### src/rtl/mips_cpu_pkg.sv
`default_nettype none
// ============================================================================
//  Module      : mips_cpu_pkg
//  Description : Shared types for the HI/LO multiply/divide sequencer.
//                - muldiv_op_t    : operation codes issued by decode
//                - muldiv_state_t : sequencer states
//                - MULDIV_STEPS   : iterations of the shift-add / restoring loop
//                - mag33()        : 33-bit magnitude of a signed or unsigned operand
//  Revision    : 1.0  initial release
// ============================================================================
package mips_cpu_pkg;

    localparam int MULDIV_STEPS = 32;

    typedef enum logic [2:0] {
        MD_NOP   = 3'd0,
        MD_MULT  = 3'd1,
        MD_MULTU = 3'd2,
        MD_DIV   = 3'd3,
        MD_DIVU  = 3'd4,
        MD_MTHI  = 3'd5,
        MD_MTLO  = 3'd6
    } muldiv_op_t;

    typedef enum logic [1:0] {
        ST_IDLE  = 2'd0,
        ST_CALC  = 2'd1,
        ST_FIX   = 2'd2,
        ST_WRITE = 2'd3
    } muldiv_state_t;

    // 33 bits so that |0x8000_0000| is representable without special-casing.
    function automatic logic [32:0] mag33(input logic [31:0] x, input logic is_signed);
        logic [32:0] ext;
        ext = {is_signed & x[31], x};
        return ext[32] ? (33'd0 - ext) : ext;
    endfunction

endpackage
`default_nettype wire

### src/rtl/mips_cpu_muldiv_step.sv
`default_nettype none
// ============================================================================
//  Module      : mips_cpu_muldiv_step
//  Description : One combinational iteration of the multiply/divide loop.
//                Multiply: acc = {hi, lo}, lo holds the remaining multiplier
//                bits; add operand to hi when lo[0] is set, then shift right.
//                Divide: acc = {remainder, quotient}; shift left, subtract
//                the divisor when it fits and shift in the quotient bit.
//  Ports       : acc_in  [63:0] accumulator before the step
//                operand [32:0] multiplicand or divisor magnitude
//                is_div         1 = divide step, 0 = multiply step
//                acc_out [63:0] accumulator after the step
//  Revision    : 1.0  initial release
// ============================================================================
module mips_cpu_muldiv_step (
    input  logic [63:0] acc_in,
    input  logic [32:0] operand,
    input  logic        is_div,
    output logic [63:0] acc_out
);

    logic [32:0] w_sum;
    logic [32:0] w_rem_shift;
    logic [31:0] w_diff;
    logic        w_ge;

    always_comb begin
        w_sum       = {1'b0, acc_in[63:32]} + operand;
        w_rem_shift = acc_in[63:31];
        w_ge        = (w_rem_shift >= operand);
        // When the divisor fits, the true difference is below 2^32, so the
        // modular low-word subtraction is exact.
        w_diff      = w_rem_shift[31:0] - operand[31:0];
        if (is_div) begin
            acc_out = w_ge ? {w_diff, acc_in[30:0], 1'b1}
                           : {w_rem_shift[31:0], acc_in[30:0], 1'b0};
        end else begin
            acc_out = acc_in[0] ? {w_sum, acc_in[31:1]}
                                : {1'b0, acc_in[63:1]};
        end
    end

endmodule
`default_nettype wire

### src/rtl/mips_cpu_muldiv_ctrl.sv
`default_nettype none
// ============================================================================
//  Module      : mips_cpu_muldiv_ctrl
//  Description : HI/LO sequencer. Runs MULT/MULTU (shift-add) and DIV/DIVU
//                (restoring) over magnitudes, fixes signs, then writes HI/LO.
//                MTHI/MTLO write straight through in IDLE. Stalls the pipe
//                while an operation is in flight and a new op or MFHI/MFLO
//                arrives.
//  Parameters  : MUL_FAST  1 = single-cycle '*' multiply, 0 = 32-step loop
//  Ports       : clk, reset (sync, active-high)
//                start, op[2:0], rs_data[31:0], rt_data[31:0]  - request
//                read_req                                       - MFHI/MFLO in EX
//                busy, stall                                    - status
//                hi_write_enable, lo_write_enable,
//                write_data_hi[31:0], write_data_lo[31:0]       - HI/LO write port
//  Revision    : 1.0  initial release
// ============================================================================
module mips_cpu_muldiv_ctrl
    import mips_cpu_pkg::*;
#(
    parameter int MUL_FAST = 0
) (
    input  logic        clk,
    input  logic        reset,
    input  logic        start,
    input  logic [2:0]  op,
    input  logic [31:0] rs_data,
    input  logic [31:0] rt_data,
    input  logic        read_req,
    output logic        busy,
    output logic        stall,
    output logic        hi_write_enable,
    output logic        lo_write_enable,
    output logic [31:0] write_data_hi,
    output logic [31:0] write_data_lo
);

    localparam logic [4:0] c_LAST_STEP = 5'(MULDIV_STEPS - 1);

    muldiv_state_t r_state;
    logic [4:0]    r_count;
    logic [63:0]   r_acc;
    logic [32:0]   r_operand;
    logic          r_is_div;
    logic          r_div0;
    logic          r_neg_q;
    logic          r_neg_r;
    logic [31:0]   r_data_hi;
    logic [31:0]   r_data_lo;

    logic          w_idle;
    logic          w_is_div_op;
    logic          w_signed_op;
    logic          w_accept;
    logic          w_div0;
    logic          w_mthi;
    logic          w_mtlo;
    logic [32:0]   w_mag_a;
    logic [32:0]   w_mag_b;
    logic [63:0]   w_step_acc;

    assign w_idle      = (r_state == ST_IDLE);
    assign w_is_div_op = (op == MD_DIV) || (op == MD_DIVU);
    assign w_signed_op = (op == MD_MULT) || (op == MD_DIV);
    assign w_accept    = w_idle & start &
                         ((op == MD_MULT) || (op == MD_MULTU) || w_is_div_op);
    assign w_div0      = w_is_div_op && (rt_data == 32'd0);
    assign w_mthi      = w_idle & start & (op == MD_MTHI);
    assign w_mtlo      = w_idle & start & (op == MD_MTLO);
    assign w_mag_a     = mag33(rs_data, w_signed_op);
    assign w_mag_b     = mag33(rt_data, w_signed_op);

    assign busy            = !w_idle;
    assign stall           = busy & (start | read_req);
    assign hi_write_enable = (r_state == ST_WRITE) | w_mthi;
    assign lo_write_enable = (r_state == ST_WRITE) | w_mtlo;
    assign write_data_hi   = w_mthi ? rs_data : r_data_hi;
    assign write_data_lo   = w_mtlo ? rs_data : r_data_lo;

    mips_cpu_muldiv_step u_step (
        .acc_in  (r_acc),
        .operand (r_operand),
        .is_div  (r_is_div),
        .acc_out (w_step_acc)
    );

    always_ff @(posedge clk) begin
        if (reset) begin
            r_state   <= ST_IDLE;
            r_count   <= 5'd0;
            r_acc     <= 64'd0;
            r_operand <= 33'd0;
            r_is_div  <= 1'b0;
            r_div0    <= 1'b0;
            r_neg_q   <= 1'b0;
            r_neg_r   <= 1'b0;
            r_data_hi <= 32'd0;
            r_data_lo <= 32'd0;
        end else begin
            case (r_state)
                ST_IDLE: begin
                    if (w_mthi) r_data_hi <= rs_data;
                    if (w_mtlo) r_data_lo <= rs_data;
                    if (w_accept) begin
                        r_count  <= 5'd0;
                        r_is_div <= w_is_div_op;
                        r_div0   <= w_div0;
                        r_neg_q  <= w_signed_op & (rs_data[31] ^ rt_data[31]);
                        r_neg_r  <= w_signed_op & rs_data[31];
                        // Loop operand is the multiplicand or divisor; the
                        // accumulator starts with multiplier or dividend.
                        r_operand <= w_is_div_op ? w_mag_b : w_mag_a;
                        if (w_div0) begin
                            // Divide by zero bypasses CALC; FIX passes the
                            // preloaded result through unchanged.
                            r_acc   <= {rs_data, 32'hFFFF_FFFF};
                            r_state <= ST_FIX;
                        end else begin
                            r_acc   <= {32'd0, w_is_div_op ? w_mag_a[31:0] : w_mag_b[31:0]};
                            r_state <= ST_CALC;
                        end
                    end
                end
                ST_CALC: begin
                    if (!r_is_div && (MUL_FAST != 0)) begin
                        r_acc   <= {32'd0, r_acc[31:0]} * {32'd0, r_operand[31:0]};
                        r_state <= ST_FIX;
                    end else begin
                        r_acc   <= w_step_acc;
                        r_count <= r_count + 5'd1;
                        if (r_count == c_LAST_STEP) r_state <= ST_FIX;
                    end
                end
                ST_FIX: begin
                    if (r_div0) begin
                        r_data_hi <= r_acc[63:32];
                        r_data_lo <= r_acc[31:0];
                    end else if (r_is_div) begin
                        r_data_lo <= r_neg_q ? (32'd0 - r_acc[31:0])  : r_acc[31:0];
                        r_data_hi <= r_neg_r ? (32'd0 - r_acc[63:32]) : r_acc[63:32];
                    end else begin
                        {r_data_hi, r_data_lo} <= r_neg_q ? (64'd0 - r_acc) : r_acc;
                    end
                    r_state <= ST_WRITE;
                end
                ST_WRITE: begin
                    r_state <= ST_IDLE;
                end
                default: begin
                    r_state <= ST_IDLE;
                end
            endcase
        end
    end

endmodule
`default_nettype wire

### config.mk
export PLATFORM = sky130hd
export DESIGN_NAME = mips_cpu_muldiv_ctrl
export DESIGN_NICKNAME = d
export VERILOG_FILES = /design/src/rtl/mips_cpu_pkg.sv /design/src/rtl/mips_cpu_muldiv_step.sv /design/src/rtl/mips_cpu_muldiv_ctrl.sv
export SDC_FILE = /design/constraint.sdc
export NUM_CORES = 1
export LEC_CHECK = 0
export BUFFER_PORTS_ARGS = -buffer_cell sky130_fd_sc_hd__buf_2
export CAP_MARGIN = 10
export CORE_MARGIN = 4
export CORE_UTILIZATION = 50
export CTS_CLUSTER_DIAMETER = 30
export DETAILED_ROUTE_END_ITERATION = 8
export HOLD_SLACK_MARGIN = 0.05
export PLACE_DENSITY_LB_ADDON = 0.05
export REMOVE_ABC_BUFFERS = 1
export SLEW_MARGIN = 0
export SYNTH_ARGS = -nofsm -noshare
export SYNTH_HDL_FRONTEND = slang
export SYNTH_SLANG_ARGS = --single-unit
### constraint.sdc
create_clock -name clk -period 2.9 [get_ports clk]
set_input_delay 0.58 -clock clk [delete_from_list [all_inputs] [get_ports clk]]
set_output_delay 0.58 -clock clk [all_outputs]
set_load 0.03 [all_outputs]
---- Word-level counts from Yosys, hierarchy flattened ----
Index checks and enable logic that the tools add are counted.
word-level totals
  flip-flop bits (word level) ............. 172
  bits in latches ......................... 0
  memory bits (writable) .................. 0
  memory bits (read-only) ................. 0
  bits of input ports ..................... 71
  output and inout port bits .............. 68
  logic and storage cells ................. 83
  memories kept ........................... 0
cells by class
  add/sub/neg operators ................... 8
  multiply operators ...................... 0
  divide/modulo/power cells ............... 0
  order comparisons ....................... 1
  equality and inequality tests ........... 12
  shift-type cells ........................ 0
  mux-type cells .......................... 27
  bitwise logic cells ..................... 12
  reduce and logical (&&, ||, !) cells .... 13
operators with widths
  cell                                                                  number
  64-bit two-way mux                                                    6
  32-bit two-way mux                                                    9
  32-bit one-hot mux with 2 select lines                                2
  64-bit one-hot mux with 2 select lines                                1
  33-bit two-way mux                                                    3
  1-bit by 33-bit subtractor with 33-bit output (first input constant)  2
  1-bit by 32-bit subtractor with 32-bit output (first input constant)  2
  1-bit by 64-bit subtractor with 64-bit output (first input constant)  1
  32-bit by 33-bit adder with 33-bit output                             1
  33-bit >= comparator                                                  1
  32-bit logical NOT                                                    1
  32-bit subtractor                                                     1
  5-bit one-hot mux with 2 select lines                                 1
  3-bit == test (second input constant)                                 3
  1-bit AND                                                             8
  2-bit one-hot mux with 4 select lines                                 1
  3-bit by 2-bit == test with 1-bit output (second input constant)      2
  2-bit two-way mux                                                     3
  2-bit AND reduction                                                   3
  5-bit by 1-bit adder with 5-bit output (second input constant)        1
  5-bit == test (second input constant)                                 1
  5-bit two-way mux                                                     1
  2-bit == test (second input constant)                                 2
  1-bit logical OR                                                      4
  other kinds (10)                                                      13

---- Depth between registers and ports, before layout ----
Gate-level depths: netlist of run 1.
  depth after elaboration ................. 9
  gate-level depth with buffers ........... 15
  gate-level depth less buffers ........... 13

---- Cells and area by module ----
From an unflattened synthesis of run 1, not the netlist that was laid out.
second synthesis, totals
  cell total of the unflattened synthesis .. 2184
  area, all modules ....................... 16753.6 um2
modules (own cells, without submodules)
  module                times used  cells each  area each (um2)  sequential area each (um2)
  mips_cpu_muldiv_ctrl  1           1477        11796.3          3443.3
  mips_cpu_muldiv_step  1           707         4957.3           0.0

---- Worst setup path after synthesis of run 1 ----
No wires, ideal clock.
  kind .................................... register -> register
  start point ............................. register r_acc[32]
  end point ............................... register r_acc[63]
  setup time .............................. 91 ps
  data arrival time ....................... 3131 ps
  data required time ...................... 2809 ps
  path slack .............................. -322 ps
  stages on the path, launching flop included .. 12
  buffers on the path ..................... 0
  clock period less this slack ............ 3222 ps
  path through ............................ dfxtp_1 -> ha_1 -> fa_1 -> a21o_1 -> a221oi_1 -> o211ai_1 -> a21o_1 -> a41oi_1 -> o21ai_0 -> a21oi_1 -> mux2_2 -> a311oi_1
between the ends
  word-level cells in the longest chain between the ends .. 4
  elaborated cells on any way between the ends .. 7
  classes of those cells .................. add/sub: 2; order compare: 1; mux: 4
ends and longest elaborated chain
  item                                                               line                                                    RTL
  start, declared                                                    mips_cpu_muldiv_ctrl.sv:42                              logic [63:0] r_acc;
  start signal, assigned                                             mips_cpu_muldiv_ctrl.sv:116                             r_acc <= {rs_data, 32'hFFFF_FFFF};
  start signal, assigned                                             mips_cpu_muldiv_ctrl.sv:119                             r_acc <= {32'd0, w_is_div_op ? w_mag_a[31:0] : w_mag_b[31:0]};
  start signal, assigned                                             mips_cpu_muldiv_ctrl.sv:126                             r_acc <= {32'd0, r_acc[31:0]} * {32'd0, r_operand[31:0]};
  32-bit by 33-bit adder with 33-bit output (tied with other cells)  mips_cpu_muldiv_step.sv:28                              w_sum = {1'b0, acc_in[63:32]} + operand;
  64-bit two-way mux, on equally long branches                       mips_cpu_muldiv_step.sv:38, mips_cpu_muldiv_step.sv:35
  64-bit two-way mux (*)                                             mips_cpu_muldiv_step.sv:34                              if (is_div) begin
  64-bit one-hot mux with 2 select lines (*)                         mips_cpu_muldiv_ctrl.sv:100                             case (r_state)
Mark *: on every way between the ends. The rest lies on a longest branch, timed or not.
A chain may end at the register's enable or synchronous reset.

---- Worst setup path in the final report of run 1 ----
  start point ............................. register r_operand[1]
  end point ............................... register r_acc[48]
between the ends
  word-level cells in the longest chain between the ends .. 4
  elaborated cells on any way between the ends .. 7
  classes of those cells .................. add/sub: 2; order compare: 1; mux: 4
ends and longest elaborated chain
  item                                                               line                                                    RTL
  start, declared                                                    mips_cpu_muldiv_ctrl.sv:43                              logic [32:0] r_operand;
  start signal, assigned                                             mips_cpu_muldiv_ctrl.sv:112                             r_operand <= w_is_div_op ? w_mag_b : w_mag_a;
  32-bit by 33-bit adder with 33-bit output (tied with other cells)  mips_cpu_muldiv_step.sv:28
  64-bit two-way mux, on equally long branches                       mips_cpu_muldiv_step.sv:38, mips_cpu_muldiv_step.sv:35
  64-bit two-way mux (*)                                             mips_cpu_muldiv_step.sv:34
  64-bit one-hot mux with 2 select lines (*)                         mips_cpu_muldiv_ctrl.sv:100
Marked as above.

==> impl_metrics.tcl, run 1 <==
set metrics [dict create \
    cp.arrival_ns 3.41 \
    rows 65 \
    dp.cells 2865 \
    powerDensity_nw_per_um2 1088 \
    min_delay_worst_endpoint "r_operand[0]$_SDFFE_PP0P_" \
    grt_pass1_vias 17480 \
    rsz0062_at_grt "yes" \
    hold_depth 3 \
    crit_fanout 6 \
    io_buffers 138 \
    crit_chain "inv_4 > ha_4 > nand2b_4 > a211o_4 > a2111oi_4 > buf_4 > o211ai_1 > a311o_1 > nand2b_1 > buf_12 > buf_8 > mux2_4 > a221oi_4 > nor3_2" \
    worst-r2r-cell-count 14 \
    overflow 0 \
    status "finished with violations" \
    timing.rr.start "r_operand[1]$_SDFFE_PP0P_" \
    r2r_slack_ns -0.17 \
    tightestPinTransition_ns 1.029 \
    synth_ff_type "dfxtp_1" \
    gp_congestion 1.063 \
    die_h_um 186.4 \
    clockRootBuffer "clkbuf_16" \
    fin_nets 2663 \
    design_area_um2 21030 \
    cp-end-kind "register" \
    tritoncts "yes" \
    cts_made_buffers 17 \
    synth_cells 2166 \
    final_cells 2930 \
    area_growth_pct 32.22 \
    routed_wl_mm 68.59 \
    min_from "rt_data[0]" \
    cp_slowest_cell "dfxtp_4" \
    postPlaceCellArea_um2 19120 \
    vias 18740 \
    drt_iter0_markers 2120 \
    clkLatencyLatePin_ns 0.47 \
    start_util 0.5054 \
    core_um2 31470 \
    multi_input_area_um2 12240 \
    antenna_found_initial 0 \
    grtUsageTotal 0.3695 \
    worst-path-stages 14 \
    dieArea_um2 34730 \
    synth-edff-count 0 \
    cp-start-kind "register" \
    drc 0 \
    seq_area_frac_synth 0.2165 \
    crit_family "compound AO/OA/AOI/OAI gates" \
    clk_pin_slew_ns 0.08 \
    cp_data_required_time_ns 3.24 \
    cpPeakStageDelay_ns 0.36 \
    peakVddDrop_uv 926.0 \
    hold_viol 0 \
    die_width_um 186.4 \
    ys_types 87 \
    syn_area_um2 15910 \
    num_antenna_cells 0 \
    viasPerCell 6.396 \
    worstSetupPathType "reg -> reg" \
    cts.sinks 172 \
    slew_violations 0 \
    htree_levels 4 \
    regArea_um2 3473 \
    grt_max_degree 66 \
    final_util 0.6683 \
    period_share 1.058 \
    cts.path.max_buffers 2 \
    ys_ff_latch 172 \
    drt-wirelength-per-cell_um 23.41 \
    detail-route-antenna-nets 0 \
    drive_above_1_share 0.2903 \
    fin_ws_ns -0.1680 \
    max_slew_margin 0.3079 \
    r2r_end "r_acc[48]$_SDFFE_PP0P_" \
    pin_count 139 \
    place_hpwl_mm 50.95 \
    syn_avg_cell_area_um2 7.344 \
    clock_skew_ns 0.01250 \
    p_leak_nw 8.836 \
    clock.fmax_mhz 325.9 \
    grt_pass1_wl_mm 101.8 \
    violations "setup timing" \
    hold_path_class "in -> reg" \
    finalSetupViolations 26 \
    first_pass_iters 8 \
    yosysWarnings 0 \
    finalPower_w 0.02288 \
    finalCriticalPeriod_ns 3.068 \
    crit_buf_inv 4 \
    maxCapViolCount 0 \
    fill_cells 2782 \
    async_flop_share 0 \
]
layer usage:
layer	GRT usage	vias up	wire [µm]
met3	0.05630	181	6358
met1	0.4998	8938	28340
li1	-	8553	-
met5	0	-	0
met4	0.1593	0	3337
met2	0.5891	1068	30560
cells in the mapped netlist, types with 5 or more instances:
cell type  number  area [µm²]
a2111o_1        5       56.30
a21boi_0        5       37.54
buf_1          13       48.80
and2_1         13       81.33
or3_1          17       106.4
xor2_1         66       578.1
nor4_1         20       125.1
a211o_1         9       78.83
a221o_1        10       100.1
o21ai_0       109       545.5
a22o_1          5       43.79
clkbuf_1      131       491.7
o21a_1          8       60.06
dfxtp_1       172        3443
nor2b_1        13       81.33
o21bai_1       14       105.1
nor3b_1         7       52.55
a21oi_1       211        1056
inv_1          75       281.5
or4_1          10       75.07
nand2_1       259       972.2
o41ai_1        10       87.58
mux2_2         76       855.8
o211ai_1       23       172.7
o22ai_1         6       37.54
nor2_1        184       690.7
mux2i_1        50       500.5
nand3_1        55       275.3
o21ai_1         8       40.04
a221oi_1       41       359.1
nor3_1         66       330.3
a21o_1         36       270.3
nand2b_1       19       118.9
nand4_1        24       150.1
ha_1           75       938.4
a311oi_1       12       105.1
buf_2          16       80.08
and3_1          8       50.05
o31ai_1        17       127.6
xnor2_1       107       937.2
nand3b_1        6       45.04
a211oi_1       54       405.4
a31oi_1        21       131.4
a22oi_1        11       82.58
power breakdown:
part | internal (W) | switching, W
sequential | 0.00295 | 0.000494
combinational | 0.00753 | 0.00921
clock | 0.00156 | 0.00113
total | 0.0121 | 0.0108
flip-flops by register name, summed over array words and instances (netlist names):
signal,flops
r_div0,1
r_acc,64
r_state,2
r_is_div,1
r_data_lo,32
r_neg_q,1
r_operand,33
r_neg_r,1
r_count,5
r_data_hi,32
timing repair:
item                       4_1_cts  5_1_grt
setup endpoints to repair       95      104
gates resized for setup        122      111
gates cloned                     3        5
hold buffers                     0        0
pin swaps                       58       26
setup buffers                   19        8
worst max path at each step:
stage                          startpoint                endpoint  slack [ns]
6_report        r_operand[1]$_SDFFE_PP0P_  r_acc[48]$_SDFFE_PP0P_       -0.17
5_1_grt         r_operand[1]$_SDFFE_PP0P_  r_acc[47]$_SDFFE_PP0P_       -0.25
3_5_place_dp   r_operand[28]$_SDFFE_PP0P_  r_acc[47]$_SDFFE_PP0P_       -0.52
2_1_floorplan                       op[1]  r_acc[62]$_SDFFE_PP0P_       -2.11
3_3_place_gp   r_operand[28]$_SDFFE_PP0P_  r_acc[51]$_SDFFE_PP0P_       -0.48
4_1_cts         r_operand[1]$_SDFFE_PP0P_  r_acc[47]$_SDFFE_PP0P_       -0.17
placed cells by master (no fill, tap or decap), drive strengths merged, types with 12 or more instances in the layout:
cell type | netlist | routed
buf | 33 | 492
nand2 | 259 | 259
a21oi | 212 | 212
nor2 | 185 | 185
dfxtp | 172 | 172
o21ai | 117 | 117
xnor2 | 107 | 107
inv | 76 | 80
mux2 | 76 | 76
ha | 75 | 75
nor3 | 67 | 67
xor2 | 66 | 66
nand3 | 55 | 55
a211oi | 54 | 54
mux2i | 50 | 50
a221oi | 41 | 41
a21o | 36 | 36
nand4 | 24 | 24
o211ai | 24 | 24
clkbuf | 133 | 23
nor4 | 23 | 23
a31oi | 21 | 21
nand2b | 19 | 19
or3 | 17 | 17
o31ai | 17 | 17
and2 | 15 | 15
o21bai | 14 | 14
nor2b | 13 | 13
a311oi | 12 | 12
worst register-to-register path: stages, from the launching register on:
cell       delay (ns)
dfxtp_4          0.36
inv_4            0.04
ha_4             0.27
nand2b_4         0.07
a211o_4          0.36
a2111oi_4        0.28
buf_4            0.19
o211ai_1         0.08
a311o_1          0.29
nand2b_1         0.12
buf_12           0.14
buf_8            0.12
mux2_4           0.31
a221oi_4         0.23
nor3_2           0.07
logic make-up (layout without fill, tap and decap cells):
kind of cell | Yosys count | in the layout | share of synthesized area
flops | 172 | 172 | 0.2165
mux | 126 | 126 | 0.08526
simple gates | 722 | 722 | 0.2117
compound gates | 654 | 654 | 0.2691
fa+ha+maj | 77 | 77 | 0.06151
xor+xnor | 173 | 173 | 0.09525
buf+inv | 242 | 604 | 0.06072
through the flow:
step / setup WS [ns] / setup TNS (ns) / hold slack, ns
finish: -0.1680 / -2.396 / 0.4689
global route: -0.2531 / -5.268 / 0.4694
CTS: -0.1699 / -2.415 / 0.4534
detailed placement: -0.5208 / -14.92 / 0.4821
global placement: -0.4847 / -11.94 / 0.4846
floorplan: -2.110 / -306.71 / 0.4425
area by class of cell:
cell class,count,area share
Multi-Input combinational cell,1752,0.5821
Timing Repair Buffer,496,0.1839
Sequential cell,172,0.1651
Tap cell,402,0.02391
Clock buffer,19,0.02106
Inverter,76,0.01380
Clock inverter,13,0.01005
Power figures use the tool's default switching activity.
==> inputs of run 2 (changes only) <==
--- a/config.mk
+++ b/config.mk
@@ -6,12 +6,13 @@
 export NUM_CORES = 1
 export LEC_CHECK = 0
 export BUFFER_PORTS_ARGS = -buffer_cell sky130_fd_sc_hd__buf_2
-export CAP_MARGIN = 10
+export CAP_MARGIN = 0
 export CORE_MARGIN = 4
 export CORE_UTILIZATION = 50
 export CTS_CLUSTER_DIAMETER = 30
 export DETAILED_ROUTE_END_ITERATION = 8
 export HOLD_SLACK_MARGIN = 0.05
+export MAX_ROUTING_LAYER = met4
 export PLACE_DENSITY_LB_ADDON = 0.05
 export REMOVE_ABC_BUFFERS = 1
 export SLEW_MARGIN = 0
==> run 2 against run 1 <==
  * The flow still finishes with violations (setup timing)
  * Clock power decreased by 17%
  * Critical endpoint is now r_acc[54]$_SDFFE_PP0P_
  * Global-route usage increased by 1.1 points
  * Via count decreased by 0.91%
  * Cell count increased by 1.1%
  * Critical path type unchanged
==> impl_metrics.tcl, run 2 (same netlist as run 1, synthesis figures left out) <==
set metrics [dict create \
    gp_congestion 1.078 \
    first_pass_iters 7 \
    crit_buf_inv 4 \
    status "finished with violations" \
    maxCapViolCount 0 \
    viasPerCell 6.269 \
    finalCriticalPeriod_ns 3.136 \
    largest_reg_flops 64 \
    top_layer_used "met4" \
    powerDensity_nw_per_um2 1075 \
    finalSetupViolations 29 \
    p_leak_nw 8.920 \
    grt_pass1_vias 17570 \
    max_slew_margin 0.3494 \
    finalPower_w 0.02270 \
    grt_pass1_wl_mm 102.0 \
    start_util 0.5054 \
    dieArea_um2 34730 \
    routed_wl_mm 68.17 \
    antenna_found_initial 3 \
    cp-end-kind "register" \
    violations "setup timing" \
    final_util 0.6709 \
    rsz0062_at_grt "yes" \
    detail-route-antenna-nets 0 \
    wl_met1_mm 28.70 \
    tightestPinTransition_ns 0.9670 \
    fin_ws_ns -0.2362 \
    largest-register "r_acc" \
    clock.fmax_mhz 318.9 \
    grtUsageTotal 0.3808 \
    hold_viol 0 \
    crit_family "compound AO/OA/AOI/OAI gates" \
    slew_violations 0 \
    drt_iter0_markers 2157 \
    place_hpwl_mm 51.27 \
    htree_levels 4 \
    cpPeakStageDelay_ns 0.39 \
    period_share 1.081 \
    wl_met3_mm 5.957 \
    reg.largest.list "r_acc: 64 flops, r_operand: 33 flops" \
    tritoncts "yes" \
    final_common_cell "buf_4" \
    overflow 0 \
    clock_skew_ns 0.01672 \
    pre_cts_slack_ns -0.6919 \
    drc 0 \
    die_h_um 186.4 \
    vias 18570 \
    die_width_um 186.4 \
    cp-start-kind "register" \
    peakVddDrop_uv 649.3 \
    crit_chain "inv_4 > ha_4 > nand4_1 > buf_6 > nor4_4 > a211o_1 > a21oi_2 > a311o_1 > buf_6 > nand2b_4 > clkbuf_16 > mux2_4 > a221oi_2 > nor3_1" \
    cp_slowest_cell "a311o_1" \
    fin_nets 2692 \
    io_buffers 138 \
    drt-wirelength-per-cell_um 23.01 \
    area_growth_pct 32.74 \
    tns_ns -3.509 \
    drive_above_1_share 0.3050 \
    cp_data_required_time_ns 3.22 \
    hold_path_class "in -> reg" \
    core_um2 31470 \
    cts.sinks 172 \
    wl_met2_mm 30.38 \
    clockRootBuffer "clkbuf_16" \
    crit_fanout 5 \
    cp.arrival_ns 3.45 \
    pin_count 139 \
    worstSetupPathType "reg -> reg" \
    grt_max_degree 66 \
    rows 65 \
    layout_common_cells "buf_4, nand2_1, a21oi_1, nor2_1, dfxtp_1" \
    clk_pin_slew_ns 0.08 \
    crit_top_cell "buf_6" \
    clkLatencyLatePin_ns 0.47 \
    cts.path.max_buffers 2 \
    cts_made_buffers 17 \
]
==> run 2: cell count changes in the layout (fill, tap and decap cells not counted), moves of 4 or more <==
cell / delta
buf_4: +28
ha_4: +6
dfxtp_1: -4
bufinv_16: -5
buf_2: +10
ha_1: -9
dfxtp_2: +4
==> run 2: what timing repair did <==
action,4_1_cts,5_1_grt
pin swaps,34,60
setup buffers,20,14
resized for setup,113,108
setup endpoints to repair,99,78
hold buffers,0,0
gates cloned,2,2
==> run 2: report_power, final <==
part | total, W | switching, W | internal (W)
sequential | 0.00343 | 0.000473 | 0.00296
combinational | 0.0170 | 0.00939 | 0.00764
clock | 0.00224 | 0.00113 | 0.00111
total | 0.0227 | 0.0110 | 0.0117
==> run 2: metal layers <==
| metal | up-vias | track usage |
|---|---|---|
| met3 | 190 | 0.06528 |
| li1 | 8609 | - |
| met4 | 0 | 0.1621 |
| met2 | 976 | 0.5826 |
| met1 | 8794 | 0.4992 |
| met5 | - | - |
==> run 2: worst min-delay path: cells and delay by family <==
family,cells,cell delay [ns]
and+or+nand+nor,1,0.07
buffers and inverters,1,0.12
AOI/OAI and AO/OA,1,0.08
==> run 2: path summary, 6_finish.rpt <==
kind | slack [ns] | startpoint | end | depth (start not counted)
max | -0.24 | r_operand[28]$_SDFFE_PP0P_ | r_acc[54]$_SDFFE_PP0P_ | 14
min | 0.41 | rt_data[0] | r_operand[0]$_SDFFE_PP0P_ | 3
max reg2reg | -0.24 | r_operand[28]$_SDFFE_PP0P_ | r_acc[54]$_SDFFE_PP0P_ | 14
min reg2reg | 0.53 | r_count[4]$_SDFFE_PP0P_ | r_count[4]$_SDFFE_PP0P_ | 2
==> run 2: layout make-up <==
type / count / area [µm²]
repair buffers: 525 / 3968
clock inverters: 14 / 110.1
flip-flops and latches: 172 / 3478
clock buffers: 18 / 429.2
multi-input cells: 1752 / 12320
diodes: 3 / 7.507
inverters: 76 / 295.3
well taps: 402 / 503.0
fillers: 2786 / 10360
==> run 2: stage by stage <==
| step | std cells | area [µm²] | hold WS [ns] |
|---|---|---|---|
| detailed placement | 2892 | 19310 | 0.5101 |
| floorplan | 2000 | 15230 | 0.4425 |
| finish | 2962 | 21120 | 0.4147 |
| CTS | 2946 | 20490 | 0.3985 |
| global route | 2962 | 21120 | 0.4338 |
| global placement | 2892 | 19310 | 0.4957 |
